--- src/rtl/sha_result_tx.sv ---
// Serialises each newly found hasher solution into a checksummed byte frame
// and offers it over a valid/ready byte interface toward the host transport.
module sha_result_tx #(
   parameter logic [7:0] SYNC_BYTE   = 8'hA5,
   parameter bit         SEND_RESULT = 1'b1
) (
   input  logic         CLK,
   input  logic         RST,
   input  logic         sol_valid,
   input  logic [31:0]  sol_time,
   input  logic [31:0]  sol_nonce,
   input  logic [255:0] sol_result,
   output logic [7:0]   tx_data,
   output logic         tx_valid,
   input  logic         tx_ready,
   output logic         busy,
   output logic         overrun,
   output logic [15:0]  frame_count
);

   localparam logic [7:0] TYPE_BYTE = SEND_RESULT ? 8'h02 : 8'h01;
   localparam logic [5:0] LAST_IDX  = SEND_RESULT ? 6'd39 : 6'd7;

   typedef enum logic [2:0] {StIdle, StSync, StType, StPayload, StCsum} state_e;

   state_e         state_q;
   logic           sol_prev_q;
   logic [319:0]   snap_q;
   logic [5:0]     idx_q;
   logic [7:0]     sum_q;
   logic           trigger;
   logic           accept;
   logic [7:0]     sum_next;

   assign trigger  = sol_valid & ~sol_prev_q;
   assign accept   = tx_valid & tx_ready;
   assign sum_next = sum_q + tx_data;

   // The snapshot shifts left one byte per payload accept, so the next
   // payload byte is always at the top.
   always_ff @(posedge CLK or negedge RST) begin
      if (!RST) begin
         state_q     <= StIdle;
         sol_prev_q  <= 1'b0;
         snap_q      <= '0;
         idx_q       <= '0;
         sum_q       <= '0;
         tx_data     <= 8'h00;
         tx_valid    <= 1'b0;
         busy        <= 1'b0;
         overrun     <= 1'b0;
         frame_count <= 16'h0000;
      end else begin
         sol_prev_q <= sol_valid;
         if (trigger && state_q != StIdle) begin
            overrun <= 1'b1;
         end
         unique case (state_q)
            StIdle: begin
               if (trigger) begin
                  snap_q   <= {sol_time, sol_nonce, sol_result};
                  state_q  <= StSync;
                  tx_data  <= SYNC_BYTE;
                  tx_valid <= 1'b1;
                  busy     <= 1'b1;
               end
            end
            StSync: begin
               if (accept) begin
                  state_q <= StType;
                  tx_data <= TYPE_BYTE;
               end
            end
            StType: begin
               if (accept) begin
                  state_q <= StPayload;
                  idx_q   <= '0;
                  sum_q   <= TYPE_BYTE;
                  tx_data <= snap_q[319:312];
                  snap_q  <= {snap_q[311:0], 8'h00};
               end
            end
            StPayload: begin
               if (accept) begin
                  sum_q <= sum_next;
                  if (idx_q == LAST_IDX) begin
                     state_q <= StCsum;
                     tx_data <= 8'h00 - sum_next;
                  end else begin
                     idx_q   <= idx_q + 6'd1;
                     tx_data <= snap_q[319:312];
                     snap_q  <= {snap_q[311:0], 8'h00};
                  end
               end
            end
            StCsum: begin
               if (accept) begin
                  state_q     <= StIdle;
                  tx_valid    <= 1'b0;
                  busy        <= 1'b0;
                  frame_count <= frame_count + 16'd1;
               end
            end
            default: state_q <= StIdle;
         endcase
      end
   end

endmodule
--- config.mk ---
export PLATFORM = sky130hd
export DESIGN_NAME = sha_result_tx
export DESIGN_NICKNAME = d
export VERILOG_FILES = /design/src/rtl/sha_result_tx.sv
export SDC_FILE = /design/constraint.sdc
export NUM_CORES = 1
export LEC_CHECK = 0
export CORE_UTILIZATION = 55
export DETAILED_ROUTE_END_ITERATION = 7
export PLACE_DENSITY = 0.95
export SLEW_MARGIN = 20
export SYNTH_ARGS = -nofsm -noshare
export SYNTH_HDL_FRONTEND = slang
export SYNTH_SLANG_ARGS = --single-unit
--- constraint.sdc ---
create_clock -name CLK -period 4.3 [get_ports CLK]
set_input_delay 1.29 -clock CLK [delete_from_list [all_inputs] [get_ports CLK]]
set_output_delay 1.29 -clock CLK [all_outputs]
set_load 0.01 [all_outputs]
==> results of run 1 <==
[stage by stage]
stage	total power, mW	setup slack (ps)
floorplan	6.874	1729
global placement	7.776	941.7
detailed placement	8.072	731.9
CTS	11.70	1293
global route	12.34	1105
finish	11.66	1243
[kinds of logic (layout without fill, tap and decap cells)]
logic type      after synthesis  in the layout
simple gates                434            434
compound gates              384            384
flops                       364            364
mux                         315            315
buf+inv                     118            455
xor+xnor                     23             23
fa+ha+maj                    11             11
other cells                   0              9
[synth_stat cells, types with 4 or more instances]
library cell / number / share of area (%)
buf_2: 39 / 1.2
ha_1: 10 / 0.74
inv_1: 4 / 0.089
o21a_1: 4 / 0.18
xnor2_1: 16 / 0.83
a21o_1: 5 / 0.22
o21ai_0: 332 / 9.8
o31ai_1: 4 / 0.18
nand3_1: 13 / 0.38
nor3_1: 9 / 0.27
nor2_1: 27 / 0.60
clkbuf_1: 74 / 1.6
o211ai_1: 6 / 0.27
a22o_1: 5 / 0.26
and3_1: 4 / 0.15
dfrtp_1: 364 / 54
nand2b_1: 4 / 0.15
a21oi_1: 12 / 0.35
xor2_1: 7 / 0.36
nand2_1: 359 / 8.0
mux2i_1: 313 / 19
[final cells by class]
| type | count | area (um^2) |
|---|---|---|
| diodes | 9 | 22.52 |
| clock buffers | 60 | 1227 |
| fillers | 1863 | 7709 |
| multi-input cells | 1167 | 7337 |
| well taps | 390 | 488.0 |
| flip-flops and latches | 364 | 9109 |
| repair buffers | 381 | 3891 |
| clock inverters | 10 | 155.1 |
| inverters | 4 | 15.01 |
[routing by layer]
metal  wire [um]  GRT usage [%]  share of wire [%]
met5          12              0              0.026
met4        2371          15.60                5.1
met3        3451          7.348                7.4
met2       23130          51.16                 50
met1       17660          35.12                 38
[sequential cells by signal, summed over array words and instances (netlist names)]
register,count
snap_q,320
frame_count,16
sum_q,8
tx_data,8
idx_q,6
state_q,3
busy,1
overrun,1
sol_prev_q,1
[critical path: cells and delay by family]
| family | cells | cell delay (ps) |
|---|---|---|
| buffers and inverters | 3 | 1020 |
| AO/OA/AOI/OAI | 3 | 770 |
| AND/OR/NAND/NOR | 2 | 320 |
[power breakdown]
group,internal (mW),switching [mW],leakage [nW]
combinational,1.28,1.80,3.09
clock,2.20,1.36,0.678
sequential,4.36,0.649,4.95
total,7.85,3.81,8.72
[how the worst max path moves through the flow]
| stage | startpoint | endpoint | slack, ps | depth (start not counted) |
|---|---|---|---|---|
| after global routing | sol_valid | snap_q[126]$_DFFE_PN0P_ | 1110 | 7 |
| after global placement | sol_valid | snap_q[98]$_DFFE_PN0P_ | 940 | 7 |
| after CTS | sol_valid | snap_q[223]$_DFFE_PN0P_ | 1290 | 8 |
| after detailed placement | sol_valid | snap_q[223]$_DFFE_PN0P_ | 730 | 8 |
| after floorplan | sol_valid | snap_q[213]$_DFFE_PN0P_ | 1730 | 9 |
| final | sol_valid | snap_q[223]$_DFFE_PN0P_ | 1240 | 8 |
==> impl_metrics.json, run 1 <==
{
  "power_density_mw_per_mm2": 524.0,
  "hold_crit_start": "snap_q[174]$_DFFE_PN0P_",
  "synthSimpleGateAreaFrac_pct": 10.34,
  "ctsHtreeMaxLevel": 2,
  "required_ps": 4650,
  "finalSetupTns_ps": 0,
  "timing.hold.worst_endpoint": "snap_q[174]$_DFFE_PN0P_",
  "timing.fmax_mhz": 327.2,
  "ant_nets": 0,
  "ff2ff_path_depth": 8,
  "rrSetupSlack_ps": 1470,
  "synth-compound-area-share_pct": 12.27,
  "netlist_instances": 1649,
  "design.portCount": 351,
  "vias_in_the_first_global_route": 14260,
  "postSynth.topFlopCell": "dfrtp_1",
  "number_of_buffers_inserted_to_repair_setup_after_cts": 0,
  "tritoncts_num_sinks": 364,
  "utilization_after_layout_pct": 74.26,
  "synth-adder-area-share_pct": 0.8571,
  "maximum_number_of_pins_on_one_net_before_global_route_repair": 233,
  "critPathKind": "input port to register",
  "timing_hold_violations_final": 0,
  "ys_seq_area_share_pct": 53.79,
  "synth.net_count": 1984,
  "floorplan.initialDensity_pct": 56.53,
  "layout-drive-gt1-share_pct": 5.388,
  "slew_headroom_pct": 29.69,
  "leakage_nw": 8.719,
  "gpl.final_weighted_congestion": 0.8801,
  "critical_path.max_stage_delay_ps": 510,
  "grt_first_pass_wirelength_um": 74040,
  "mappedNetlistArea_mm2": 0.01693,
  "buffer_ports.inserted": 350,
  "vdd_drop_max_mv": 0.3194,
  "placement_rows": 63,
  "worstHoldPathType": "register to register",
  "worst_pin_slew_ps": 1055,
  "hpwl_um": 32800,
  "post_cts_hold_buffer_count": 0,
  "endpoint_kind": "register",
  "worstReg2RegStart": "tx_data[0]$_DFFE_PN0P_",
  "route.detailed.drc": 0,
  "setup.worst_path.start_class": "input port",
  "timing.rr.end": "tx_data[7]$_DFFE_PN0P_",
  "clk-insertion-delay-late_ps": 510,
  "most_frequent_standard_cell_in_the_layout_excluding_fill_and_tap_cells": "dfrtp_1",
  "post_synth_xor_xnor_area_pct": 1.190,
  "synth_area_per_cell_um2": 10.27,
  "cts.clk_slew.worst_paths_ps": 60,
  "design.final.nets": 2292,
  "clockRootBuffer": "clkbuf_16",
  "cpMostUsedCell": "buf_4",
  "wl_per_cell_um": 19.55,
  "fin_crit_sh_pct": 71.08,
  "via_count": 13540,
  "synth-edff-count": 0,
  "drt_pass1_iterations": 5,
  "drtIter0Drc": 1078,
  "critPathSlowestCell": "clkdlybuf4s50_1",
  "numPlacedInstances": 2306,
  "core_mm2": 0.02995,
  "max-clock-path-buffers": 3,
  "stdcell_count": 2385,
  "grt_overflow": 0,
  "max_fo_critical_path": 39,
  "fin_worst_skew_ps": 10.36,
  "postSynthRegisterBits": 364,
  "report.final.slew_viol_count": 0,
  "final_area_mm2": 0.02225,
  "series_of_cell_instances_along_the_critical_path": "clkdlybuf4s50_1 -> nand2b_1 -> o21a_1 -> nor2_1 -> o21bai_4 -> buf_4 -> buf_4 -> o21ai_0",
  "period_needed_ps": 3057,
  "combinational_family_with_the_most_area_after_synthesis": "multiplexers",
  "yosys_warnings": 0,
  "cts_tree": "yes",
  "place_area_mm2": 0.02084,
  "min_path_cells": 2,
  "detail_route.vias_per_cell": 5.678,
  "signed_area_change_from_the_synthesized_netlist_to_the_final_layout_pct": 31.37,
  "totalWireLength_um": 46630,
  "fin_worst_hold_slack_ps": 479.7,
  "status": "completed",
  "layout.cells.most_common_list": "364 x dfrtp_1, 359 x nand2_1, 349 x clkdlybuf4s50_1",
  "setup_viol": 0,
  "gr-usage-all-layers_pct": 30.03,
  "fraction_of_synthesis_flops_using_an_asynchronous_set_or_reset_pin_pct": 100.0,
  "design.die.area_mm2": 0.03149,
  "synthDistinctLibCells": 50,
  "initial_antenna_violation_count": 9,
  "chipWidth_um": 177.5,
  "maxCapViolations": 0,
  "multiplexer_share_of_the_synthesized_area_pct": 18.63,
  "grt_setup_unrepaired": "false",
  "vertical_die_dimension_um": 177.5,
  "cts_buffers": 39,
  "resized_after_cts": 0,
  "arrival_ps": 3410
}
Note: power is estimated with default switching activity, not from simulation.
==> run 2, diff against run 1 <==
- CORE_UTILIZATION: 55 -> 52
- PLACE_DENSITY: 0.95 -> 0.92
- clock period: 4.3 -> 2.9 ns (I/O delays scaled with it)
==> impl_metrics.json, run 2 (same netlist as run 1, synthesis figures left out) <==
{
  "buffer_ports.inserted": 350,
  "totalWireLength_um": 45620,
  "grt_first_pass_wirelength_um": 72910,
  "critical_path.max_stage_delay_ps": 430,
  "design.die.area_mm2": 0.03329,
  "period_needed_ps": 2703,
  "maxCapViolations": 0,
  "gr-usage-all-layers_pct": 27.66,
  "gpl.final_weighted_congestion": 0.8974,
  "initial_antenna_violation_count": 12,
  "detail_route.vias_per_cell": 5.520,
  "setup.worst_path.start_class": "register",
  "clk-insertion-delay-late_ps": 520,
  "power_density_mw_per_mm2": 763.8,
  "worstHoldPathType": "input port to async pin",
  "biggestRegsByFlops": "snap_q: 320 flops, frame_count: 16 flops",
  "max_fo_critical_path": 3,
  "cts.clk_slew.worst_paths_ps": 60,
  "hpwl_um": 32400,
  "design.final.nets": 2313,
  "max-clock-path-buffers": 3,
  "wl_per_cell_um": 18.62,
  "p_total_mw": 17.22,
  "vias_in_the_first_global_route": 14160,
  "critical_path.top_delay_family": "compound AO/OA/AOI/OAI gates",
  "timing.fmax_mhz": 369.9,
  "filler_cell_count": 2073,
  "report.final.slew_viol_count": 0,
  "cts_buffers": 40,
  "fin_crit_sh_pct": 93.21,
  "endpoint_kind": "register",
  "timing_hold_violations_final": 0,
  "via_count": 13520,
  "core_mm2": 0.03180,
  "floorplan.initialDensity_pct": 53.25,
  "most_frequent_standard_cell_in_the_layout_excluding_fill_and_tap_cells": "dfrtp_1",
  "vertical_die_dimension_um": 182.5,
  "tritoncts_num_sinks": 364,
  "maximum_number_of_pins_on_one_net_before_global_route_repair": 77,
  "ctsHtreeMaxLevel": 2,
  "design.portCount": 351,
  "layout-drive-gt1-share_pct": 6.375,
  "drt_pass1_iterations": 7,
  "final_area_mm2": 0.02255,
  "chipWidth_um": 182.5,
  "worst-path-buf-inv": 1,
  "series_of_cell_instances_along_the_critical_path": "ha_1 -> fa_1 -> and3_1 -> o21a_1 -> o311ai_1 -> buf_4 -> a2111oi_4 -> xnor2_1 -> a221oi_2",
  "finalSetupTns_ps": 0,
  "critPathKind": "register to register",
  "route.detailed.drc": 0,
  "max_flop_register": "snap_q",
  "number_of_buffers_inserted_to_repair_setup_after_cts": 0,
  "signed_area_change_from_the_synthesized_netlist_to_the_final_layout_pct": 33.15,
  "clockRootBuffer": "clkbuf_16",
  "grt_setup_unrepaired": "false",
  "worst_pin_slew_ps": 698.7,
  "status": "completed",
  "layout.cells.most_common_list": "364 x dfrtp_1, 359 x nand2_1, 349 x clkdlybuf4s50_1",
  "required_ps": 3330,
  "place_area_mm2": 0.02122,
  "setup_viol": 0,
  "slew_headroom_pct": 52.93,
  "utilization_after_layout_pct": 70.90,
  "leakage_nw": 8.836,
  "stdcell_count": 2450,
  "placement_rows": 65,
  "fin_worst_skew_ps": 16.36,
  "vdd_drop_max_mv": 0.4547,
  "cts_tree": "yes",
  "critPathSlowestCell": "fa_1",
  "ant_nets": 0,
  "drtIter0Drc": 835,
  "numPlacedInstances": 2371,
  "arrival_ps": 3130,
  "grt_overflow": 0,
  "largest_register_ffs": 320
}
[run 2: repair_timing]
item | CTS | global route
hold buffers | 0 | 0
setup endpoints to repair | 0 | 2
resized for setup | 0 | 2
[run 2: worst reg2reg max path, cell delays in order, from the launching register on]
cell and delay [ps]:
dfrtp_1 400, ha_1 250, fa_1 430, and3_1 240
o21a_1 230, o311ai_1 390, buf_4 190, a2111oi_4 40
xnor2_1 210, a221oi_2 250
[run 2: routing by layer]
| metal | routed length, um | global-route usage, % |
|---|---|---|
| met1 | 17630 | 33.22 |
| met2 | 22660 | 47.48 |
| met3 | 3022 | 5.927 |
| met4 | 2234 | 13.11 |
| met5 | 70 | 0 |
[run 2: power breakdown]
part	total [mW]	switching, mW	internal (mW)
sequential	7.43	0.964	6.47
clock	5.01	2.06	2.95
combinational	4.78	2.67	2.11
total	17.2	5.69	11.5
[run 2: final timing paths]
| kind | start | endpoint | slack [ps] | cells past startpoint |
|---|---|---|---|---|
| max | tx_data[0]$_DFFE_PN0P_ | tx_data[7]$_DFFE_PN0P_ | 200 | 9 |
| min | RST | frame_count[7]$_DFFE_PN0P_ | 280 | 1 |
| max reg2reg | tx_data[0]$_DFFE_PN0P_ | tx_data[7]$_DFFE_PN0P_ | 200 | 9 |
| min reg2reg | frame_count[15]$_DFFE_PN0P_ | frame_count[15]$_DFFE_PN0P_ | 470 | 1 |
| max in group asynchronous | RST | snap_q[114]$_DFFE_PN0P_ | 1820 | 2 |
| min in group CLK | frame_count[15]$_DFFE_PN0P_ | frame_count[15]$_DFFE_PN0P_ | 470 | 1 |
[run 2: layout make-up]
class / instances / area (um^2) / area share (%)
clock inverter: 13 / 111.4 / 0.4939
multi-input combinational: 1167 / 7340 / 32.55
tap: 435 / 544.3 / 2.414
clock buffer: 59 / 1194 / 5.294
antenna: 7 / 17.52 / 0.07769
timing repair buffer: 401 / 4217 / 18.70
inverter: 4 / 15.01 / 0.06659
sequential: 364 / 9109 / 40.40
[run 2: metrics by stage]
stage                     setup slack, ps  hold slack, ps
after floorplan                     384.1           442.8
final                               196.9           284.2
after global placement              235.5           456.7
after CTS                           104.9           276.4
after global routing                80.70           297.1
after detailed placement            138.4           462.5
